**src/rtl/dmg_pkg.sv**
```systemverilog
// Shared types and address map for the DMG CPU bus controller.
package dmg_pkg;

   typedef enum logic [3:0] {
      RgnNone, RgnRom, RgnBoot, RgnVram, RgnWram, RgnOam, RgnZero,
      RgnIf, RgnPpu, RgnDma, RgnBootReg, RgnHram, RgnIe
   } region_t;

   typedef enum logic [1:0] {DMA_IDLE, DMA_START, DMA_XFER} dma_state_t;

   localparam logic [15:0] ADDR_ROM_MASK  = 16'h8000;
   localparam logic [15:0] ADDR_ROM       = 16'h0000;
   localparam logic [15:0] ADDR_VRAM_MASK = 16'hE000;
   localparam logic [15:0] ADDR_VRAM      = 16'h8000;
   localparam logic [15:0] ADDR_WRAM_MASK = 16'hE000;
   localparam logic [15:0] ADDR_WRAM      = 16'hC000;
   localparam logic [15:0] ADDR_ECHO_MASK = 16'hE000;
   localparam logic [15:0] ADDR_ECHO      = 16'hE000;
   localparam logic [15:0] ADDR_OAM_MASK  = 16'hFF00;
   localparam logic [15:0] ADDR_OAM       = 16'hFE00;
   localparam logic [15:0] ADDR_IO_MASK   = 16'hFFF0;
   localparam logic [15:0] ADDR_IO_PPU    = 16'hFF40;
   localparam logic [15:0] ADDR_HRAM_MASK = 16'hFF80;
   localparam logic [15:0] ADDR_HRAM      = 16'hFF80;

   localparam logic [15:0] REG_IF   = 16'hFF0F;
   localparam logic [15:0] REG_DMA  = 16'hFF46;
   localparam logic [15:0] REG_BOOT = 16'hFF50;
   localparam logic [15:0] REG_IE   = 16'hFFFF;

   function automatic logic addr_hit(input logic [15:0] addr, input logic [15:0] mask,
                                     input logic [15:0] match);
      return (addr & mask) == match;
   endfunction

   function automatic region_t decode_region(input logic [15:0] addr, input logic boot_on,
                                             input int unsigned boot_size,
                                             input int unsigned hram_depth);
      region_t rgn;
      rgn = RgnNone;
      if (addr_hit(addr, ADDR_ROM_MASK, ADDR_ROM)) begin
         rgn = (boot_on && (32'(addr) < boot_size)) ? RgnBoot : RgnRom;
      end else if (addr_hit(addr, ADDR_VRAM_MASK, ADDR_VRAM)) begin
         rgn = RgnVram;
      end else if (addr_hit(addr, ADDR_WRAM_MASK, ADDR_WRAM) ||
                   (addr_hit(addr, ADDR_ECHO_MASK, ADDR_ECHO) && addr < ADDR_OAM)) begin
         rgn = RgnWram;
      end else if (addr_hit(addr, ADDR_OAM_MASK, ADDR_OAM)) begin
         rgn = (addr[7:0] < 8'hA0) ? RgnOam : RgnZero;
      end else if (addr == REG_IF) begin
         rgn = RgnIf;
      end else if (addr == REG_DMA) begin
         rgn = RgnDma;
      end else if (addr_hit(addr, ADDR_IO_MASK, ADDR_IO_PPU) && addr[3:0] <= 4'hB) begin
         rgn = RgnPpu;
      end else if (addr == REG_BOOT) begin
         rgn = RgnBootReg;
      end else if (addr == REG_IE) begin
         rgn = RgnIe;
      end else if (addr_hit(addr, ADDR_HRAM_MASK, ADDR_HRAM) &&
                   (32'(addr) < 32'(ADDR_HRAM) + hram_depth)) begin
         rgn = RgnHram;
      end
      return rgn;
   endfunction

   // Echo-area pages E0h..FFh alias back onto WRAM.
   function automatic logic [7:0] fold_src(input logic [7:0] src);
      return (src >= 8'hE0) ? (src - 8'h20) : src;
   endfunction

endpackage

```
**src/rtl/dmg_oam_dma.sv**
```systemverilog
// OAM DMA engine: one START M-cycle, then DMA_LEN byte transfers from {src, index}.
module dmg_oam_dma
   import dmg_pkg::*;
#(
   parameter int unsigned DMA_LEN = 160
) (
   input  logic        clk,
   input  logic        rst,
   input  logic        ce,
   input  logic        start,
   input  logic [7:0]  src,
   output logic        active,
   output logic        xfer,
   output logic [7:0]  src_reg,
   output logic [7:0]  index,
   output logic [15:0] bus_addr
);

   localparam logic [7:0] LastIdx = 8'(DMA_LEN - 1);

   dma_state_t state_q, state_d;
   logic [7:0] src_q;
   logic [7:0] idx_q, idx_d;

   always_ff @(posedge clk) begin
      if (rst) begin
         state_q <= DMA_IDLE;
         src_q   <= '0;
         idx_q   <= '0;
      end else begin
         state_q <= state_d;
         idx_q   <= idx_d;
         if (start) begin
            src_q <= src;
         end
      end
   end

   always_comb begin
      state_d = state_q;
      idx_d   = idx_q;
      if (start) begin
         state_d = DMA_START;
         idx_d   = '0;
      end else if (ce) begin
         case (state_q)
            DMA_IDLE:  state_d = DMA_IDLE;
            DMA_START: begin
               state_d = DMA_XFER;
               idx_d   = '0;
            end
            DMA_XFER: begin
               if (idx_q == LastIdx) begin
                  state_d = DMA_IDLE;
                  idx_d   = '0;
               end else begin
                  idx_d = idx_q + 8'd1;
               end
            end
            default:   state_d = DMA_IDLE;
         endcase
      end
   end

   always_comb begin
      active   = (state_q != DMA_IDLE);
      xfer     = (state_q == DMA_XFER);
      src_reg  = src_q;
      index    = idx_q;
      bus_addr = {fold_src(src_q), idx_q};
   end

endmodule

```
**src/rtl/dmg_bus_ctrl.sv**
```systemverilog
// DMG CPU bus controller: region decode, read mux, boot overlay, HRAM, IF/IE and OAM DMA.
module dmg_bus_ctrl
   import dmg_pkg::*;
#(
   parameter int unsigned BOOT_SIZE  = 256,
   parameter int unsigned HRAM_DEPTH = 127,
   parameter int unsigned DMA_LEN    = 160,
   parameter int unsigned N_IRQ      = 5
) (
   input  logic             clk,
   input  logic             rst,
   input  logic             ce,
   input  logic [15:0]      cpu_addr,
   input  logic [7:0]       cpu_d_out,
   input  logic             cpu_write,
   output logic [7:0]       cpu_d_in,
   output logic [15:0]      mem_addr,
   output logic [7:0]       mem_d_wr,
   input  logic [7:0]       rom_data,
   input  logic [7:0]       boot_data,
   input  logic [7:0]       vram_d_rd,
   input  logic [7:0]       wram_d_rd,
   input  logic [7:0]       oam_d_rd,
   input  logic [7:0]       ppu_d_rd,
   output logic             vram_write,
   output logic             wram_write,
   output logic             oam_write,
   output logic             ppu_reg_write,
   output logic [7:0]       oam_addr,
   output logic [7:0]       oam_d_wr,
   input  logic [N_IRQ-1:0] irq_req,
   output logic [N_IRQ-1:0] irq_pend,
   output logic             hide_boot,
   output logic             dma_active
);

   localparam int unsigned HramAw = (HRAM_DEPTH > 1) ? $clog2(HRAM_DEPTH) : 1;

   region_t cpu_rgn, bus_rgn;
   logic cpu_wr, cpu_free, dma_start, dma_xfer;
   logic [7:0] dma_reg, dma_idx;
   logic [15:0] dma_addr;
   logic hide_boot_q;
   logic [N_IRQ-1:0] if_q, if_d, ie_q;
   logic [7:0] hram_q [HRAM_DEPTH];
   logic [HramAw-1:0] hram_idx;
   logic [7:0] hram_rd, bus_data, if_rd, ie_rd;

   dmg_oam_dma #(
      .DMA_LEN (DMA_LEN)
   ) u_dma (
      .clk      (clk),
      .rst      (rst),
      .ce       (ce),
      .start    (dma_start),
      .src      (cpu_d_out),
      .active   (dma_active),
      .xfer     (dma_xfer),
      .src_reg  (dma_reg),
      .index    (dma_idx),
      .bus_addr (dma_addr)
   );

   assign cpu_rgn   = decode_region(cpu_addr, !hide_boot_q, BOOT_SIZE, HRAM_DEPTH);
   assign cpu_wr    = cpu_write & ce;
   // While DMA owns the bus the CPU only sees HRAM and the DMA register.
   assign cpu_free  = !dma_active || (cpu_rgn inside {RgnHram, RgnDma});
   assign dma_start = cpu_wr && (cpu_rgn == RgnDma);
   assign bus_rgn   = dma_active ? decode_region(dma_addr, !hide_boot_q, BOOT_SIZE, HRAM_DEPTH)
                                 : cpu_rgn;
   assign hram_idx  = HramAw'(cpu_addr - ADDR_HRAM);
   assign hram_rd   = hram_q[hram_idx];

   always_comb begin
      mem_addr = cpu_addr;
      if (dma_active) begin
         mem_addr = dma_addr;
      end else if (cpu_rgn == RgnWram) begin
         mem_addr[13] = 1'b0;
      end
   end

   always_comb begin
      if_rd              = 8'hFF;
      if_rd[N_IRQ-1:0]   = if_q;
      ie_rd              = 8'hFF;
      ie_rd[N_IRQ-1:0]   = ie_q;
   end

   always_comb begin
      case (bus_rgn)
         RgnRom:  bus_data = rom_data;
         RgnBoot: bus_data = boot_data;
         RgnVram: bus_data = vram_d_rd;
         RgnWram: bus_data = wram_d_rd;
         RgnOam:  bus_data = oam_d_rd;
         RgnZero: bus_data = 8'h00;
         RgnIf:   bus_data = if_rd;
         RgnPpu:  bus_data = ppu_d_rd;
         RgnDma:  bus_data = dma_reg;
         RgnHram: bus_data = hram_rd;
         RgnIe:   bus_data = ie_rd;
         default: bus_data = 8'hFF;
      endcase
   end

   always_comb begin
      cpu_d_in = bus_data;
      if (dma_active) begin
         if (cpu_rgn == RgnHram) begin
            cpu_d_in = hram_rd;
         end else if (cpu_rgn == RgnDma) begin
            cpu_d_in = dma_reg;
         end else begin
            cpu_d_in = 8'hFF;
         end
      end
   end

   always_comb begin
      mem_d_wr      = cpu_d_out;
      vram_write    = cpu_wr && cpu_free && (cpu_rgn == RgnVram);
      wram_write    = cpu_wr && cpu_free && (cpu_rgn == RgnWram);
      ppu_reg_write = cpu_wr && cpu_free && (cpu_rgn == RgnPpu);
      oam_write     = dma_xfer ? (ce && !rst) : (cpu_wr && cpu_free && (cpu_rgn == RgnOam));
      oam_addr      = dma_xfer ? dma_idx : cpu_addr[7:0];
      oam_d_wr      = dma_xfer ? bus_data : cpu_d_out;
      irq_pend      = if_q & ie_q;
      hide_boot     = hide_boot_q;
   end

   // Peripheral request pulses take priority over a same-cycle CPU write to IF.
   always_comb begin
      if_d = if_q;
      if (cpu_wr && cpu_free && (cpu_rgn == RgnIf)) begin
         if_d = cpu_d_out[N_IRQ-1:0];
      end
      if_d = if_d | irq_req;
   end

   always_ff @(posedge clk) begin
      if (rst) begin
         hide_boot_q <= 1'b0;
         if_q        <= '0;
         ie_q        <= '0;
      end else begin
         if_q <= if_d;
         if (cpu_wr && cpu_free && (cpu_rgn == RgnIe)) begin
            ie_q <= cpu_d_out[N_IRQ-1:0];
         end
         if (cpu_wr && cpu_free && (cpu_rgn == RgnBootReg) && (cpu_d_out != 8'h00)) begin
            hide_boot_q <= 1'b1;
         end
      end
   end

   always_ff @(posedge clk) begin
      if (cpu_wr && (cpu_rgn == RgnHram)) begin
         hram_q[hram_idx] <= cpu_d_out;
      end
   end

endmodule

```
**config.mk**
```make
export PLATFORM = sky130hd
export DESIGN_NAME = dmg_bus_ctrl
export DESIGN_NICKNAME = d
export VERILOG_FILES = /design/src/rtl/dmg_pkg.sv /design/src/rtl/dmg_oam_dma.sv /design/src/rtl/dmg_bus_ctrl.sv
export SDC_FILE = /design/constraint.sdc
export NUM_CORES = 1
export LEC_CHECK = 0
export ABC_AREA = 0
export CAP_MARGIN = 40
export CORE_ASPECT_RATIO = 0.8
export CORE_UTILIZATION = 30
export DETAILED_ROUTE_END_ITERATION = 7
export PLACE_DENSITY_LB_ADDON = 0.08
export SLEW_MARGIN = 20
export SYNTH_ARGS = -nofsm -noshare
export SYNTH_HDL_FRONTEND = slang
export SYNTH_HIERARCHICAL = 1
export SYNTH_SLANG_ARGS = --single-unit
```
**constraint.sdc**
```tcl
create_clock -name clk -period 7 [get_ports clk]
set_clock_uncertainty 0.15 [all_clocks]
set_input_delay 1.75 -clock clk [delete_from_list [all_inputs] [get_ports clk]]
set_output_delay 1.75 -clock clk [all_outputs]
set_load 0.005 [all_outputs]
```
* Word-level counts from Yosys, hierarchy flattened
Memories as Yosys holds them, arrays and structs flattened.
Index checks and enable logic that the tools add are counted.
** Word-level totals
- Flip-flop bits (word level) :: 29
- Memory bits (writable) :: 1016
- Input bits :: 81
- Output and inout bits :: 59
- Word-level logic and storage cells :: 153
- Memories kept :: 1
** Memory list
- hram_q :: depth 127, width 8, rd ports 1, clocked after Yosys merged registers in 0, wr ports 1, RTL line dmg_bus_ctrl.sv:45 : logic [7:0] hram_q [HRAM_DEPTH];
** Operators by class
- $add $sub $neg :: 3
- $lt $le $gt $ge :: 11
- Equality and inequality tests :: 45
- Mux-type cells :: 46
- Bitwise logic cells :: 3
- Reductions and logical operators :: 37
** Operators by type and width (count)
- $eq 16x16->1 const B :: 8
- $pmux 8 s11 :: 1
- $mux 4 :: 21
- $lt 16x16->1 const B :: 4
- $mux 8 :: 7
- $eq 4x4->1 const B :: 9
- $logic_not 16->1 :: 2
- $lt 16x9->1 const B :: 2
- $eq 4x3->1 const B :: 7
- $eq 12x12->1 const B :: 2
- $eq 8x8->1 const B :: 3
- $logic_and 1x1->1 :: 20
- $eq 3x3->1 const B :: 6
- $eq 9x9->1 const B :: 2
- $lt 8x8->1 const B :: 2
- $pmux 8 s2 :: 1
- $mux 13 :: 1
- $eq 4x2->1 const B :: 3
- $mux 2 :: 6
- $add 8x1->8 const B :: 1
- $ge 8x8->1 const B :: 1
- $le 4x4->1 const B :: 2
- $reduce_bool 2->1 :: 4
- $reduce_bool 8->1 :: 1
- other kinds (17) :: 29

* Logic depth before layout (Yosys ltp)
- Depth in word-level cells :: 19
- Mapped depth :: 16
- Mapped depth without buffers :: 12

* Modules after synthesis
The synthesis kept the hierarchy.
** Modules (own cells, without submodules)
- dmg_bus_ctrl :: times used 1, cells an instance 2659, area each 42518.3 µm², seq. area each 30729.5 µm²
- dmg_oam_dma :: times used 1, cells an instance 105, area each 959.7 µm², seq. area each 360.3 µm²

* Worst setup path after synthesis
Ideal clock, no wire load.
- Path kind :: input port to output port
- From :: input port cpu_addr[0]
- To :: output port oam_d_wr[6]
- Data arrival time :: 4.340 ns
- Required time :: 5.100 ns
- Setup slack :: 0.760 ns
- Cell stages on the path :: 15
- Path buffers :: 6
- Cell sequence :: buf_6 buf_2 buf_6 buf_4 buf_4 buf_2 mux2i_1 nor2_1 a311oi_1 a21oi_1 a2111oi_0 nand4b_1 nand2_1 o2111ai_1 mux2_2
** On the way
- Cells in the longest elaborated chain, start to end :: 16
- Elaborated cells on any way between the ends :: 42
- Those cells by class :: 1 x add/sub; 5 x order compare; 15 x eq/ne; 15 x mux; 5 x reduce/logical; 1 x memory
** Ends and longest elaborated chain
- from (decl) :: RTL line dmg_bus_ctrl.sv:13 : input logic [15:0] cpu_addr,
- $lt 16x16->1 :: RTL line dmg_pkg.sv:61 : (32'(addr) < 32'(ADDR_HRAM) + hram_depth)) begin
- $logic_and 1x1->1 :: RTL line dmg_pkg.sv:60 : end else if (addr_hit(addr, ADDR_HRAM_MASK, ADDR_HRAM) &&
- $mux 4 :: RTL line dmg_pkg.sv:60
- $mux 4 :: RTL line dmg_pkg.sv:58 : end else if (addr == REG_IE) begin
- $mux 4 :: RTL line dmg_pkg.sv:56 : end else if (addr == REG_BOOT) begin
- $mux 4 :: RTL line dmg_pkg.sv:54 : end else if (addr_hit(addr, ADDR_IO_MASK, ADDR_IO_PPU) && addr[3:0] <= 4'hB) begin
- $mux 4 :: RTL line dmg_pkg.sv:52 : end else if (addr == REG_DMA) begin
- $mux 4 :: RTL line dmg_pkg.sv:50 : end else if (addr == REG_IF) begin
- $mux 4 :: RTL line dmg_pkg.sv:48 : end else if (addr_hit(addr, ADDR_OAM_MASK, ADDR_OAM)) begin
- $mux 4 :: RTL line dmg_pkg.sv:45 : end else if (addr_hit(addr, ADDR_WRAM_MASK, ADDR_WRAM) ||
- $mux 4 :: RTL line dmg_pkg.sv:43 : end else if (addr_hit(addr, ADDR_VRAM_MASK, ADDR_VRAM)) begin
- $mux 4 :: RTL line dmg_pkg.sv:41 : if (addr_hit(addr, ADDR_ROM_MASK, ADDR_ROM)) begin
- $mux 4 :: RTL line dmg_bus_ctrl.sv:69 : assign bus_rgn = dma_active ? decode_region(dma_addr, !hide_boot_q, BOOT_SIZE, HRAM_DEPTH)
- $eq 4x4->1, or another cell as far along :: RTL line dmg_bus_ctrl.sv:91 : case (bus_rgn)
- $pmux 8 s11 (*) :: RTL line dmg_bus_ctrl.sv:91
- $mux 8 (*) :: RTL line dmg_bus_ctrl.sv:127 : oam_d_wr = dma_xfer ? bus_data : cpu_d_out;
- to (decl) :: RTL line dmg_bus_ctrl.sv:30 : output logic [7:0] oam_d_wr,
Mark *: on every way between the ends. The rest lies on a longest branch, timed or not.

* Final worst setup path
- From :: input port cpu_addr[1]
- To :: output port oam_d_wr[5]
Same word-level chain as after synthesis.

==> reports/metrics.yaml <==
outcome:
  status: "finished, violations left"
  violations: "setup timing"
logic_synthesis:
  yosys_register_bits: 1045
  synth_area_leaders: "edfxtp_1 70%, mux2_2 3.3%, mux2i_1 3.1%"
  synth_cell_types: 93
  synth.most_common_cell: "edfxtp_1"
  synth_top_area_cell: "edfxtp_1"
  syn_avg_cell_area_um2: 15.7
  yosys_warnings: 6
  synth-edff-count: 1016
  async_reset_ff_share_pct: 0
  synthesis.area_um2: 43500
  synth_ff_type: "edfxtp_1"
  ys_top_cells_by_count: "1016 x edfxtp_1, 223 x nor2_1, 133 x mux2i_1"
  synth_top_area_share_pct: 70.2
  synth_seq_area_share_pct: 71.5
  synth_fp_nets: 2850
  synthCells: 2764
timing:
  timing.fmax_ghz: 0.142
  finalSetupViolations: 2
  worst_slew_pin_slew_ps: 853
  fin_setup_tns_ps: -45.3
  whs_ps: 367
  final_max_slew_viol_count: 0
  min_period_ps: 7030
  rsz0062_at_grt: "yes"
  hold_viol: 0
  relSlewSlack_pct: 42.9
  fin_ws_ps: -27.0
  min_period_over_period_pct: 100
finish:
  drive_gt1_share_pct: 34.2
  syn_to_final_growth_pct: 31.0
  layout.cells.non_filler: 5499
  final_nets: 3603
  largest_reg_flops: 1016
  fill_cells: 13400
placed_design:
  hpwl_um: 130000
  port-buffer-count: 139
  dp_cells: 5226
  globalplace.congestion: 0.921
global_routing:
  grt_pass1_vias: 29600
  grt_pass1_wl_um: 249000
  grtUsageTotal_pct: 24.6
  grt_start_max_net_pins: 124
  grt_antenna_before_repair: 10
  grt.overflow.total: 0
routing:
  vias_per_cell: 5.48
  postRouteAntennaNets: 0
  via_count: 30100
  drc_errors: 0
  drt_iter0_markers: 3653
  routed_wl_um: 182000
  routedWlPerCell_um: 33.2
  dr.pass1.iters: 6
critical_path:
  critPathKind: "in2out"
  critical_path_buf_inv_count: 4
  start_kind: "primary input"
  critPathMaxFanout: 11
  cp.arrival_ps: 5130
  endpoint_kind: "primary output"
  required_ps: 5100
  crit_family: "simple AND/OR/NAND/NOR gates"
  cp_cell_sequence: "buf_16 -> buf_4 -> and3b_1 -> buf_12 -> a22oi_1 -> a31oi_1 -> a21oi_2 -> nand3b_1 -> or4_4 -> o2111a_1 -> or4_1 -> o21a_1 -> dlygate4sd2_1"
  max_stage_delay_ps: 630
  cpMaxStageDelayCell: "or4_4"
die:
  core_um2: 143000
  initial_utilization_pct: 30.3
  num_rows: 124
  dieWidth_um: 428
  io_pins: 140
  die_y_um: 343
  die_area_um2: 146000
power:
  p_total_mw: 13.8
  cellPowerDensity_nw_per_um2: 243
  p_leak_nw: 19.6
  peakVddDrop_uv: 187
clock_tree:
  cts_buffers: 108
  clkLatencyLatePin_ps: 740
  tritoncts: "done"
  htree_num_levels: 3
  clock_sinks: 1045
  cts_hold_buf: 0
  cts_buffer_depth: 3
  cts_root_buf: "clkbuf_16"
  clk_pin_slew_ps: 60
job:
  cap_violations: 0
hold_path:
  hold_path_class: "reg2reg"
==> through the flow <==
step                utilization (%)  instance area, um^2  worst slack (ps)
floorplan                         -                43500               760
global placement               35.7                51200             -1160
detailed placement             36.2                51900             -1100
CTS                            39.3                56300             -28.3
global route                   39.7                56900             -91.1
finish                         39.7                57000             -27.0
==> cell families (layout without fill, tap and decap cells) <==
group,Yosys count,count (layout),share of synthesized area (%)
multiplexers,313,313,9.08
adder cells (fa/ha/maj),5,5,0.144
AND/OR/NAND/NOR,542,542,5.93
buffers and inverters,242,1082,2.71
flip-flops,1045,1045,71.5
XOR/XNOR,6,6,0.121
AO/OA/AOI/OAI,611,611,10.5
other,0,5,0
==> timing repair <==
item,CTS,global route
setup buffers,43,14
setup endpoints to repair,20,20
pin swaps,44,35
cloned,2,1
gates resized for setup,169,84
==> worst reg2reg max path, stage by stage (launching register included) <==
cell and delay, ps:
dfxtp_1 450, or4_1 210, nor3_2 50, buf_4 130, buf_4 130, o31ai_1 280
nand3_2 190, or4_1 900, mux2i_1 270, a21oi_1 90
==> layout by cell type (no fill, tap or decap), drive strengths merged, types with 87 or more instances in the layout <==
cell / instances
edfxtp: 1016
o21ai: 87
clkbuf: 138
nand2: 116
clkdlybuf4s50: 104
nor2: 225
mux2: 128
buf: 733
mux2i: 133
a221oi: 99
==> worst paths after layout <==
check / from / to / slack [ps] / cells past startpoint
hold / removal: u_dma/state_q[1] / u_dma/state_q[1] / 370 / 2
setup reg to reg: hide_boot / if_q[3] / 4020 / 9
hold reg to reg: u_dma/state_q[1] / u_dma/state_q[1] / 370 / 2
setup / recovery: cpu_addr[1] / oam_d_wr[5] / -30 / 13
==> power by group <==
group	leakage, nW	internal [mW]	total (mW)	switching, mW
Clock	1.64	3.13	5.64	2.51
Combinational	8.56	0.541	1.31	0.770
Sequential	9.36	6.86	6.86	0.00321
==> routing by layer <==
| layer | track usage (%) | up-vias | wire [um] |
|---|---|---|---|
| met1 | 37.7 | 16000 | 86900 |
| met3 | 5.49 | 186 | 14200 |
| li1 | - | 12700 | - |
| met5 | 0 | - | 13 |
| met4 | 4.11 | 2 | 3150 |
| met2 | 35.6 | 1206 | 78100 |
==> layout make-up <==
class	instances	area [um^2]	share of cell area [%]
Sequential cell	1045	31100	54.6
Multi-Input combinational cell	1477	12100	21.3
Timing Repair Buffer	860	7920	13.9
Clock buffer	132	2840	4.98
Tap cell	1890	2360	4.15
Clock inverter	65	532	0.934
Inverter	25	95.1	0.167
Antenna cell	5	12.5	0.0220
Note: power is estimated with default switching activity, not from simulation.
